File: src/rtl/mem_responder.sv
// ----------------------------------------------------------------------------
// mem_responder
// Word-addressed bus-slave memory on the external address/data bus. A request
// is accepted in IDLE when exactly one strobe is high. The responder then
// inserts WAIT_CYCLES wait states and performs the array access in ACCESS.
// Completion is reported with a one-cycle mem_ready pulse in DONE.
//
// Ports
//   clk            : clock, all state changes on the rising edge
//   rst            : asynchronous active-low reset
//   EAB            : request address
//   EDB_in         : write data
//   load_data      : write request strobe (level)
//   ctrl_data_out  : read request strobe (level)
//   EDB_out        : read data, valid while EDB_oe = 1
//   EDB_oe         : drive enable for the top-level EDB tristate
//   mem_ready      : one-cycle completion pulse
//   bus_err        : one-cycle error pulse, coincident with mem_ready
//
// All outputs come straight from flops. There is no combinational path from
// the inputs to the outputs.
// ----------------------------------------------------------------------------
module mem_responder #(
    parameter int ADDR_W      = 16,
    parameter int DATA_W      = 16,
    parameter int DEPTH       = 256,
    parameter int WAIT_CYCLES = 2
) (
    input  logic              clk,
    input  logic              rst,
    input  logic [ADDR_W-1:0] EAB,
    input  logic [DATA_W-1:0] EDB_in,
    input  logic              load_data,
    input  logic              ctrl_data_out,
    output logic [DATA_W-1:0] EDB_out,
    output logic              EDB_oe,
    output logic              mem_ready,
    output logic              bus_err
);

    localparam int              IDX_W     = (DEPTH > 1) ? $clog2(DEPTH) : 1;
    localparam logic [ADDR_W:0] DEPTH_L   = (ADDR_W + 1)'(DEPTH);
    localparam bit              HAS_WAIT  = (WAIT_CYCLES > 0);
    localparam logic [3:0]      WAIT_LOAD = HAS_WAIT ? 4'(WAIT_CYCLES - 1) : 4'd0;

    typedef enum logic [1:0] {
        ST_IDLE   = 2'd0,
        ST_WAIT   = 2'd1,
        ST_ACCESS = 2'd2,
        ST_DONE   = 2'd3
    } state_t;

    // An address is out of range when it is at or above the implemented depth.
    // The compare is one bit wider so that DEPTH = 2**ADDR_W also works.
    function automatic logic out_of_range(input logic [ADDR_W-1:0] addr);
        return ({1'b0, addr} >= DEPTH_L);
    endfunction

    // Storage is deliberately left out of reset.
    logic [DATA_W-1:0] mem_r [0:DEPTH-1];

    state_t            state_r, state_next_s;
    logic [3:0]        cnt_r, cnt_next_s;
    logic [ADDR_W-1:0] req_addr_r, req_addr_next_s;
    logic [DATA_W-1:0] req_data_r, req_data_next_s;
    logic              req_wr_r, req_wr_next_s;
    logic              err_r, err_next_s;
    logic [DATA_W-1:0] edb_out_r, edb_out_next_s;
    logic              edb_oe_r, edb_oe_next_s;
    logic              mem_ready_r, mem_ready_next_s;
    logic              bus_err_r, bus_err_next_s;
    logic              mem_we_s;
    logic [IDX_W-1:0]  idx_s;

    assign idx_s = req_addr_r[IDX_W-1:0];

    // Next-state, request latching and next-output logic for the access FSM.
    // The DONE-cycle outputs are computed on the transition into DONE so that
    // they can be registered and still line up with the DONE cycle.
    always_comb begin
        state_next_s     = state_r;
        cnt_next_s       = cnt_r;
        req_addr_next_s  = req_addr_r;
        req_data_next_s  = req_data_r;
        req_wr_next_s    = req_wr_r;
        err_next_s       = err_r;
        edb_out_next_s   = edb_out_r;
        edb_oe_next_s    = 1'b0;
        mem_ready_next_s = 1'b0;
        bus_err_next_s   = 1'b0;
        mem_we_s         = 1'b0;

        case (state_r)
            ST_IDLE: begin
                if (load_data && ctrl_data_out) begin
                    // Protocol error: the request registers are left untouched.
                    err_next_s       = 1'b1;
                    state_next_s     = ST_DONE;
                    mem_ready_next_s = 1'b1;
                    bus_err_next_s   = 1'b1;
                end else if (load_data || ctrl_data_out) begin
                    req_addr_next_s = EAB;
                    req_data_next_s = EDB_in;
                    req_wr_next_s   = load_data;
                    err_next_s      = 1'b0;
                    if (HAS_WAIT) begin
                        state_next_s = ST_WAIT;
                        cnt_next_s   = WAIT_LOAD;
                    end else begin
                        state_next_s = ST_ACCESS;
                    end
                end else begin
                    state_next_s = ST_IDLE;
                end
            end
            ST_WAIT: begin
                if (cnt_r == 4'd0) begin
                    state_next_s = ST_ACCESS;
                end else begin
                    cnt_next_s = cnt_r - 4'd1;
                end
            end
            ST_ACCESS: begin
                state_next_s     = ST_DONE;
                mem_ready_next_s = 1'b1;
                if (out_of_range(req_addr_r)) begin
                    err_next_s     = 1'b1;
                    bus_err_next_s = 1'b1;
                    edb_out_next_s = {DATA_W{1'b0}};
                end else if (req_wr_r) begin
                    err_next_s     = 1'b0;
                    mem_we_s       = 1'b1;
                    edb_out_next_s = {DATA_W{1'b0}};
                end else begin
                    err_next_s     = 1'b0;
                    edb_out_next_s = mem_r[idx_s];
                    edb_oe_next_s  = 1'b1;
                end
            end
            ST_DONE: begin
                state_next_s = ST_IDLE;
            end
            default: begin
                state_next_s = ST_IDLE;
            end
        endcase
    end

    // State, request and output registers with asynchronous active-low reset.
    always_ff @(posedge clk or negedge rst) begin
        if (!rst) begin
            state_r     <= ST_IDLE;
            cnt_r       <= 4'd0;
            req_addr_r  <= {ADDR_W{1'b0}};
            req_data_r  <= {DATA_W{1'b0}};
            req_wr_r    <= 1'b0;
            err_r       <= 1'b0;
            edb_out_r   <= {DATA_W{1'b0}};
            edb_oe_r    <= 1'b0;
            mem_ready_r <= 1'b0;
            bus_err_r   <= 1'b0;
        end else begin
            state_r     <= state_next_s;
            cnt_r       <= cnt_next_s;
            req_addr_r  <= req_addr_next_s;
            req_data_r  <= req_data_next_s;
            req_wr_r    <= req_wr_next_s;
            err_r       <= err_next_s;
            edb_out_r   <= edb_out_next_s;
            edb_oe_r    <= edb_oe_next_s;
            mem_ready_r <= mem_ready_next_s;
            bus_err_r   <= bus_err_next_s;
        end
    end

    // Array write port. Once reset pulls the FSM out of ACCESS, no write
    // enable is raised, so an aborted access never commits.
    always_ff @(posedge clk) begin
        if (mem_we_s) begin
            mem_r[idx_s] <= req_data_r;
        end
    end

    assign EDB_out   = edb_out_r;
    assign EDB_oe    = edb_oe_r;
    assign mem_ready = mem_ready_r;
    assign bus_err   = bus_err_r;

endmodule
File: config.mk
export PLATFORM = sky130hd
export DESIGN_NAME = mem_responder
export DESIGN_NICKNAME = d
export VERILOG_FILES = /design/src/rtl/mem_responder.sv
export SDC_FILE = /design/constraint.sdc
export NUM_CORES = 2
export LEC_CHECK = 0
export CELL_PAD_IN_SITES_DETAIL_PLACEMENT = 2
export CELL_PAD_IN_SITES_GLOBAL_PLACEMENT = 2
export CORE_UTILIZATION = 51
export CTS_CLUSTER_DIAMETER = 200
export DETAILED_ROUTE_END_ITERATION = 12
export PLACE_DENSITY_LB_ADDON = 0.12
export RECOVER_POWER = 100
export SETUP_SLACK_MARGIN = 0.02
export SLEW_MARGIN = 15
export SYNTH_ARGS = -nofsm -noshare
export SYNTH_HDL_FRONTEND = slang
export SYNTH_SLANG_ARGS = --single-unit
File: constraint.sdc
create_clock -name clk -period 5.35 [get_ports clk]
set_input_delay 1.3375 -clock clk [delete_from_list [all_inputs] [get_ports clk]]
set_output_delay 1.3375 -clock clk [all_outputs]
set_load 0.02 [all_outputs]
==> results of run 1 <==
-- cell usage after synthesis (55+ instances only) --
cell,n
buf_4,56
dfrtp_1,58
a221oi_1,96
mux4_2,735
o21ai_0,106
mux2i_1,675
o22ai_1,209
edfxtp_1,4096
clkbuf_1,229
buf_2,104
nor2b_1,55
a22oi_1,140
nand4_1,64
nand2_1,182
nor2_1,295
-- logic make-up after synthesis --
kind of cell,count (synthesis),synth area share [%]
flops,4154,78.3
simple gates,789,2.36
mux,1442,14.9
compound gates,706,3.07
fa+ha+maj,7,0.0551
buf+inv,450,1.36
-- metrics by stage --
stage,worst slack (ns),instances
3_3_place_gp,0.730,11800
2_1_floorplan,1.37,7548
==> metrics.txt, run 1 <==
post-synthesis cell type count=49; Final GP Congestion=0.871; Cell Area, Synth=159000 um2; Synth Register Bits=4154; top_reg_cell synth=edfxtp_1; Site Rows=204; Synth async-reset ratio=1.40%; Post-synth EDFFs=4096; syn avg cell area=21.1 um2; Halt Stage=detailed placement; IO Count=55; Syn Nets=7591; area leader, netlist=edfxtp_1; Initial Util=51.4%; hpwl dp=357000 um; status=aborted with a tool error; most area-consuming cells after synthesis=edfxtp_1 (77%), mux4_2 (10%), mux2i_1 (4.2%), dfrtp_1 (0.91%), o22ai_1 (0.82%); Die Ht=560 um; Log Error=[ERROR DPL-0033] detailed placement checks failed during check placement.; Syn Inst Count=7548; Chip Width=560 um; Port Buffers=54; Syn. warnings=0; post-synthesis sequential area ratio=78.3%; Yosys top cell area share=77.4%
==> run 2: changes to the inputs <==
==> config.mk (replaced) <==
export PLATFORM = sky130hd
export DESIGN_NAME = mem_responder
export DESIGN_NICKNAME = d
export VERILOG_FILES = /design/src/rtl/mem_responder.sv
export SDC_FILE = /design/constraint.sdc
export NUM_CORES = 2
export LEC_CHECK = 0
export CORE_UTILIZATION = 40
export DETAILED_ROUTE_END_ITERATION = 12
export PLACE_DENSITY_LB_ADDON = 0.15
export RECOVER_POWER = 100
export SLEW_MARGIN = 15
export SYNTH_ARGS = -nofsm -noshare
export SYNTH_HDL_FRONTEND = slang
export SYNTH_SLANG_ARGS = --single-unit
==> run 2 against run 1 <==
The flow now finishes, with violations (max-capacitance violations, max-slew violations). Area after synthesis is the same. Synthesized cell count is the same.
==> metrics.txt, run 2 <==
Cell Area, Synth=159000 um2; WL final=442000 um; Via Count=78400; Filler Cell Count=33300; Post-synth EDFFs=4096; fmax=200 MHz; DR pass1 iterations=6; P_leak=58.1 nW; post-synthesis sequential area ratio=78.3%; most common cell after layout, fill and taps aside=edfxtp_1; fin cells=13800; IO Count=55; postcts setup bufs=0; Setup crit start=req_addr_r[1]; H-tree depth=5; Tot GR Track Use=21.8%; drt initial violations=8188; failing checks=max-capacitance violations, max-slew violations; Endpoint, Worst Hold=req_addr_r[11]; Die Ht=632 um; Final GP Congestion=0.852; final setup TNS=0 ns; max incr delay on CP=1.31 ns; routed vias/inst=5.70; CTS root buf=clkbuf_16; worst endpoint data arrival time=5.86 ns; top_reg_cell synth=edfxtp_1; Site Rows=231; Crit Path Category=register to register; Placed Cells=13000; Largest register FFs=4096; GRT overflow=0; most area-consuming cells after synthesis=edfxtp_1 (77%), mux4_2 (10%), mux2i_1 (4.2%), dfrtp_1 (0.91%), o22ai_1 (0.82%); largest net degree at the start of global routing=170; Syn Nets=7591; Final setup viols=0; Syn Inst Count=7548; CTS tree=built; detail-routed net length per standard cell=32.1 um; Final ANT Viol Nets=0; cell depth of the worst hold path=1; R2R Setup Slk=0.35 ns; area leader, netlist=edfxtp_1; Clock Pin Slew Worst Setup and Hold Paths=0.07 ns; crit end category=register; crit path cell chain=or4bb_2, buf_4, o22ai_1, nor4_1, nand3_1, nor2b_1, a211oi_1, o221a_2; vias in the first global route=78800; maxcap violations=45; worst-path fanout max=42; Slew headroom=-141%; cts bufs inserted=434; Max Slew Vio Count=3455; total power=101 mW; Yosys top cell area share=77.4%; DRC violations left=0; reg2reg start=req_addr_r[1]; Synth async-reset ratio=1.40%; clock skew=0.0495 ns; cell with the most instances after synthesis=edfxtp_1; critical path's top delay family=simple AND/OR/NAND/NOR gates; Crit path depth=8; clk_lat worst skew=0.98 ns; core box area=396000 um2; Layout Nets=8190; Area Overhead vs Synth=14.2%; CP startpoint kind=register; Post-CTS Hold Buffers=0; Tmin final=5.00 ns; CP Buf/Inv Count=1; Syn. warnings=0; Chip Width=632 um; Hold Path Class=register to register; worst reg2reg endpoint=EDB_out[5]; slowest stage cell, crit path=dfrtp_2; initial antenna violation count=21; leading cell types in the layout, fill and taps excluded=edfxtp_1 (4096), mux4_2 (735), mux2i_1 (675); WP data required=6.22 ns; first-pass GRT wire length=619000 um; r2r worst-path depth=8; syn avg cell area=21.1 um2; RSZ-0062 raised after global routing=false; post-synthesis cell type count=49; hpwl dp=263000 um; Die Outline Area=400000 um2; Port Buffers=54; final-report hold violation count=0; post-cts sizing count=0; Peak VDD IR=0.000496 V; clock tree sinks=4154; Initial Util=40.2%; pwr dens=556 nW/um2; status=finished, violations left; share of post-route cells with drive strength above 1=21.8%; Top reg by flops=mem_r; Hold Crit Start=req_addr_r[11]; period utilization=93.4%; worst slew pin tran=3.62 ns; final hold slack=0.504 ns; top cells by instance count after synthesis=edfxtp_1 (4096), mux4_2 (735), mux2i_1 (675); Clock Path Buffers=4; Synth Register Bits=4154
==> run 2: cell counts after synthesis <==
No cell type changed its count.
==> run 2: cell families after synthesis <==
group | synth area share, %
compound gates | 3.07
buf+inv | 1.36
flops | 78.3
fa+ha+maj | 0.0551
mux | 14.9
simple gates | 2.36
==> run 2: area by class of cell <==
cell class	count	area [um2]	share of cell area (%)
flip-flops and latches	4154	124000	68.5
multi-input cells	2944	32600	17.9
clock buffers	542	11400	6.30
well taps	5242	6560	3.61
repair buffers	600	4440	2.44
clock inverters	246	2080	1.14
diodes	21	52.6	0.0289
inverters	13	51.3	0.0282
==> run 2: worst max-delay path by stage <==
| stage | to | slack, ns |
|---|---|---|
| floorplan | mem_r[0][0] | 1.37 |
| global placement | EDB_out[9] | 0.73 |
| detailed placement | EDB_out[9] | 0.74 |
| CTS | EDB_out[9] | 0.73 |
| global route | mem_r[0][11] | 0.30 |
| finish | EDB_out[5] | 0.35 |
==> run 2: power by group <==
group          leakage [nW]  internal, mW  total [mW]  switching [mW]
clock network          6.62          16.5        28.9            12.4
logic                  13.9          9.66        29.2            19.5
registers              37.6          41.4        43.0            1.63
==> run 2: metal layers <==
layer | global-route usage [%] | up-vias | wire, um
li1 | - | 32900 | -
met1 | 30.1 | 42500 | 185000
met2 | 36.3 | 2442 | 217000
met3 | 2.94 | 589 | 25700
met4 | 6.35 | 4 | 14800
met5 | 0 | - | 21
==> run 2: metrics by stage <==
step,setup slack (ns),utilization [%],area [um2]
3_5_place_dp,0.739,42.7,169000
2_1_floorplan,1.37,-,159000
6_report,0.354,45.9,182000
5_1_grt,0.304,45.9,182000
4_1_cts,0.732,46.1,183000
3_3_place_gp,0.734,42.7,169000
==> run 2: worst register-to-register path, cell delays in order, from the launching register on <==
cell and delay [ns]:
dfrtp_2 1.31, or4bb_2 0.89, buf_4 0.40, o22ai_1 0.16
nor4_1 0.77, nand3_1 0.15, nor2b_1 0.53, a211oi_1 0.36
o221a_2 0.32
(Power assumes the default switching activity.)
